**src/rtl/cmp8_arb_ctrl.sv**
```systemverilog
// cmp8_arb_ctrl: shares one external 8-bit comparator among four requesters.
// Define CMP_ARB_FIXED_PRIO_EN for fixed priority instead of round-robin.
module cmp8_arb_ctrl #(
  parameter int unsigned SETTLE = 2
) (
  input  logic        clk,
  input  logic        rst,
  input  logic [3:0]  req,
  input  logic [31:0] a_bus,
  input  logic [31:0] b_bus,
  output logic [3:0]  grant,
  output logic        done,
  output logic        eq,
  output logic        gt,
  output logic        busy,
  output logic [7:0]  cmp_p,
  output logic [7:0]  cmp_q,
  input  logic        cmp_eq_n,
  input  logic        cmp_gt_n
);

  typedef enum logic [1:0] {
    ST_IDLE,
    ST_SETTLE,
    ST_SAMPLE,
    ST_DONE
  } state_t;

  state_t      state;
  state_t      state_nx;
  logic [3:0]  cnt;
  logic [3:0]  cnt_nx;
  logic [3:0]  grant_nx;
  logic [7:0]  p_nx;
  logic [7:0]  q_nx;
  logic        eq_nx;
  logic        gt_nx;
  logic [1:0]  win;
  logic        keep;

  // the granted requester still wants the comparator
  assign keep = |(req & grant);
  assign done = (state == ST_DONE);
  assign busy = (state != ST_IDLE);

`ifdef CMP_ARB_FIXED_PRIO_EN
  // lowest-numbered active requester wins
  always_comb begin
    win = 2'd0;
    for (int i = 3; i >= 0; i--)
      if (req[i]) win = 2'(i);
  end
`else
  logic [1:0] last_grant;
  logic [1:0] idx;

  // nearest active requester above the previous winner wins
  always_comb begin
    win = 2'd0;
    idx = 2'd0;
    for (int k = 4; k >= 1; k--) begin
      idx = last_grant + 2'(k);
      if (req[idx]) win = idx;
    end
  end

  // previous winner moves only when a grant is issued
  always_ff @(posedge clk) begin
    if (rst)
      last_grant <= 2'd3;
    else if (state == ST_IDLE && |req)
      last_grant <= win;
  end
`endif

  // state and datapath registers
  always_ff @(posedge clk) begin
    if (rst) begin
      state <= ST_IDLE;
      grant <= 4'd0;
      cnt   <= 4'd0;
      cmp_p <= 8'd0;
      cmp_q <= 8'd0;
      eq    <= 1'b0;
      gt    <= 1'b0;
    end else begin
      state <= state_nx;
      grant <= grant_nx;
      cnt   <= cnt_nx;
      cmp_p <= p_nx;
      cmp_q <= q_nx;
      eq    <= eq_nx;
      gt    <= gt_nx;
    end
  end

  // next-state and next-register values
  always_comb begin
    state_nx = state;
    grant_nx = grant;
    cnt_nx   = cnt;
    p_nx     = cmp_p;
    q_nx     = cmp_q;
    eq_nx    = eq;
    gt_nx    = gt;
    unique case (state)
      ST_IDLE: begin
        grant_nx = 4'd0;
        if (|req) begin
          grant_nx = 4'b0001 << win;
          p_nx     = a_bus[{win, 3'b000} +: 8];
          q_nx     = b_bus[{win, 3'b000} +: 8];
          cnt_nx   = 4'(SETTLE - 1);
          state_nx = ST_SETTLE;
        end
      end
      ST_SETTLE: begin
        if (!keep) begin
          grant_nx = 4'd0;
          state_nx = ST_IDLE;
        end else if (cnt == 4'd0) begin
          state_nx = ST_SAMPLE;
        end else begin
          cnt_nx = cnt - 4'd1;
        end
      end
      ST_SAMPLE: begin
        if (!keep) begin
          grant_nx = 4'd0;
          state_nx = ST_IDLE;
        end else begin
          eq_nx    = ~cmp_eq_n;
          gt_nx    = ~cmp_gt_n;
          state_nx = ST_DONE;
        end
      end
      ST_DONE: begin
        grant_nx = 4'd0;
        state_nx = ST_IDLE;
      end
    endcase
  end

endmodule

```
**config.mk**
```make
export PLATFORM = sky130hd
export DESIGN_NAME = cmp8_arb_ctrl
export DESIGN_NICKNAME = d
export VERILOG_FILES = /design/src/rtl/cmp8_arb_ctrl.sv
export SDC_FILE = /design/constraint.sdc
export NUM_CORES = 1
export LEC_CHECK = 0
export BUFFER_PORTS_ARGS = -buffer_cell sky130_fd_sc_hd__buf_4
export CAP_MARGIN = 20
export CORE_MARGIN = 2
export CORE_UTILIZATION = 45
export CTS_CLUSTER_DIAMETER = 100
export DETAILED_ROUTE_END_ITERATION = 10
export GPL_TIMING_DRIVEN = 0
export PLACE_DENSITY = 0.89
export SKIP_CTS_REPAIR_TIMING = 1
export SYNTH_ARGS = -nofsm -noshare
export SYNTH_HDL_FRONTEND = slang
export SYNTH_SLANG_ARGS = --single-unit
```
**constraint.sdc**
```tcl
create_clock -name clk -period 4.6 [get_ports clk]
set_clock_uncertainty 0.05 [all_clocks]
set_input_delay 0.23 -clock clk [delete_from_list [all_inputs] [get_ports clk]]
set_output_delay 0.23 -clock clk [all_outputs]
set_load 0.02 [all_outputs]
```
==> impl_results.md <==
- Dpl cells: about 370
- FILL cells: roughly 350
- Htree depth: 2
- RePlAce Congestion: about 0.9
- Pre-antenna DRT Iters: 4
- Worst skew pair latency: between 0.2 and 0.3 ns
- Drt wl/cell: 15.8 um
- Via density: 5.73
- Min-delay src: cmp_gt_n
- Hold Crit Class: primary input to register
- Primary FF master, synth: dfxtp_1
- Clock transition at path regs: ~0.07 ns
- Largest net degree at the start of global routing: 11
- Post-synth EDFFs: 0
- FF+latch count, synth: 30
- Worst-Margin Slew: roughly 0.51 ns
- Post-placement setup slack: 2.51 ns
- R2R cell count: 9
- Synthesized area: 2050 sq um
- DRC viols: 0
- Crit. Startpoint: state[0]
- Highest clock rate: around 470 MHz
- Root buffer cell: clkbuf_8
- Via count of the routed design: around 2200
- CORE AREA: ~4400 sq um
- Share of cells above drive strength 1: 0.450
- Register area: 601 sq um
- Vias in the first global route: between 2000 and 2500
- Final setup viols: 0
- Commonest non-fill, non-tap cells in the layout: buf_4, dfxtp_1, a211oi_2, inv_1, o21ai_0
- Num Clock Sinks: 30
- Gr ovfl total: 0
- CP max FO: 10
- Setup TNS: 0 ns
- Die area: between 5000 and 6000 sq um
- Post-DP HPWL: 4440 um
- Synth warn: 0
- WL final: 6000 um
- Worst Path Required: between 4 and 5 ns
- First-pass GRT wire length: roughly 9800 um
- Die Y: around 71 um
- Cell Rows: 24
- Power per cell area: ~360 nW/um^2
- Commonest non-fill, non-tap cell in the layout: buf_4
- Port Buffers: 95
- CP Class: register to register
- Setup WS post-layout: about 2.5 ns
- Leak Pwr: 0.00135 uW
- Max Slew Vio Count: 0
- Register area share after synthesis: 0.293
- Syn_nets: between 300 and 400
- Top Ports: 96
- Post-layout min period: roughly 2.1 ns
- Mapped Cells: about 220
- Netlist cell types: 39
- Nets: 403
- Max transition margin: 0.656
- Multi-input gate area: about 1200 sq um
- Syn Area/Cell: approximately 9 sq um
- Worst Setup Start Kind: register
- Final period util: 0.463
- Final ANT Viol Nets: 0
- Status: finished, final reports clean
- CTS tree: built
- Final Hold Viols: 0
- Post-route insts no fill: around 380
- Tot GR Track Use: 0.243
- Max-cap violation count: 0
- Number of CTS-inserted buffers: 5
- DRT iter0 DRCs: 122
- Worst EP arrival: roughly 2.3 ns
- Crit. End Element: register
- Synth-to-layout area growth: 45.0%
- Max IR drop VDD: 233 uV
- Hold depth: 2
- Worst R2R Start: state[0]
- Number of antenna violations at the first check in global routing: 0
- Width of the die: 71.5 um
- CTS max path bufs: 2
- Initial core utilization: 0.467
- Unrepaired setup endpoints after global routing: no
- Ant. Diodes: 0
- Power Total: about 1100 uW
- Asr flop ratio synth: 0
## worst max-delay path, stage by stage, from the launching register on
cell and delay (ns):
dfxtp_1 0.33, inv_1 0.10, ha_1 0.23, inv_1 0.11, nor2_1 0.43, nand2b_2 0.11, buf_6 0.16, buf_8 0.15
a211oi_2 0.26, a211oi_2 0.07
## metrics by stage
stage	cell area, sq um	hold WS [ns]	utilization
floorplan	2050	0.274	-
global placement	2830	0.381	0.645
detailed placement	2830	0.391	0.645
CTS	2970	0.0755	0.677
global route	2970	0.0765	0.677
finish	2970	0.0828	0.677
## synth_stat cells, types with 2 or more instances
| master | number | area (sq um) |
|---|---|---|
| dfxtp_1 | 30 | 601 |
| a211oi_2 | 27 | 338 |
| inv_1 | 23 | 86.3 |
| o21ai_0 | 18 | 90.1 |
| a31oi_1 | 16 | 100 |
| mux2i_1 | 16 | 160 |
| nor2_1 | 11 | 41.3 |
| nand3_1 | 9 | 45.0 |
| a21oi_1 | 8 | 40.0 |
| nand2b_1 | 7 | 43.8 |
| clkbuf_1 | 6 | 22.5 |
| a211oi_1 | 5 | 37.5 |
| ha_1 | 5 | 62.6 |
| nand2_1 | 5 | 18.8 |
| a22oi_1 | 3 | 22.5 |
| buf_12 | 3 | 60.1 |
| buf_2 | 3 | 15.0 |
| o211ai_1 | 3 | 22.5 |
| a311oi_1 | 2 | 17.5 |
| buf_6 | 2 | 22.5 |
| buf_8 | 2 | 30.0 |
| nor3_1 | 2 | 10.0 |
| xor2_1 | 2 | 17.5 |
## area by class of cell
type,count,share of cell area
inverters,23,0.0291
plain buffers,17,0.0531
well taps,52,0.0219
multi-input cells,154,0.405
flip-flops and latches,30,0.202
clock buffers,6,0.0278
clock inverters,2,0.0202
repair buffers,95,0.240
## power breakdown
part | leakage [uW] | total [uW] | switching [uW] | internal (uW)
Combinational | 0.00103 | 416 | 218 | 198
Clock | 0.0000714 | 339 | 108 | 231
Sequential | 0.000248 | 318 | 22.1 | 296
## flip-flops by register name (all words and copies together), names as in the netlist
signal,flops
state,2
cmp_q,8
cnt,4
last_grant,2
eq,1
cmp_p,8
grant,4
gt,1
## path summary, 6_finish.rpt
path	end	slack, ns
setup reg to reg	cmp_q[4]	2.47
setup / recovery	cmp_q[4]	2.47
hold / removal	gt	0.08
hold reg to reg	cnt[1]	0.43
## logic make-up after synthesis
logic type,after synthesis,share of synthesized area
xor gates and xnor gates,2,0.00855
muxes,17,0.0837
AOI/OAI and AO/OA,90,0.365
DFF,30,0.293
adders and majority gates,5,0.0305
buffers and inverters,40,0.119
and+or+nand+nor,40,0.100
## metal layers
layer / vias up / GRT usage / part of all wire
met5: - / 0 / 0
met3: 19 / 0.0605 / 0.075
met4: 0 / 0.111 / 0.030
met1: 1028 / 0.272 / 0.39
li1: 1034 / - / -
met2: 92 / 0.433 / 0.51
No activity file was read; power rests on OpenSTA's default activity.
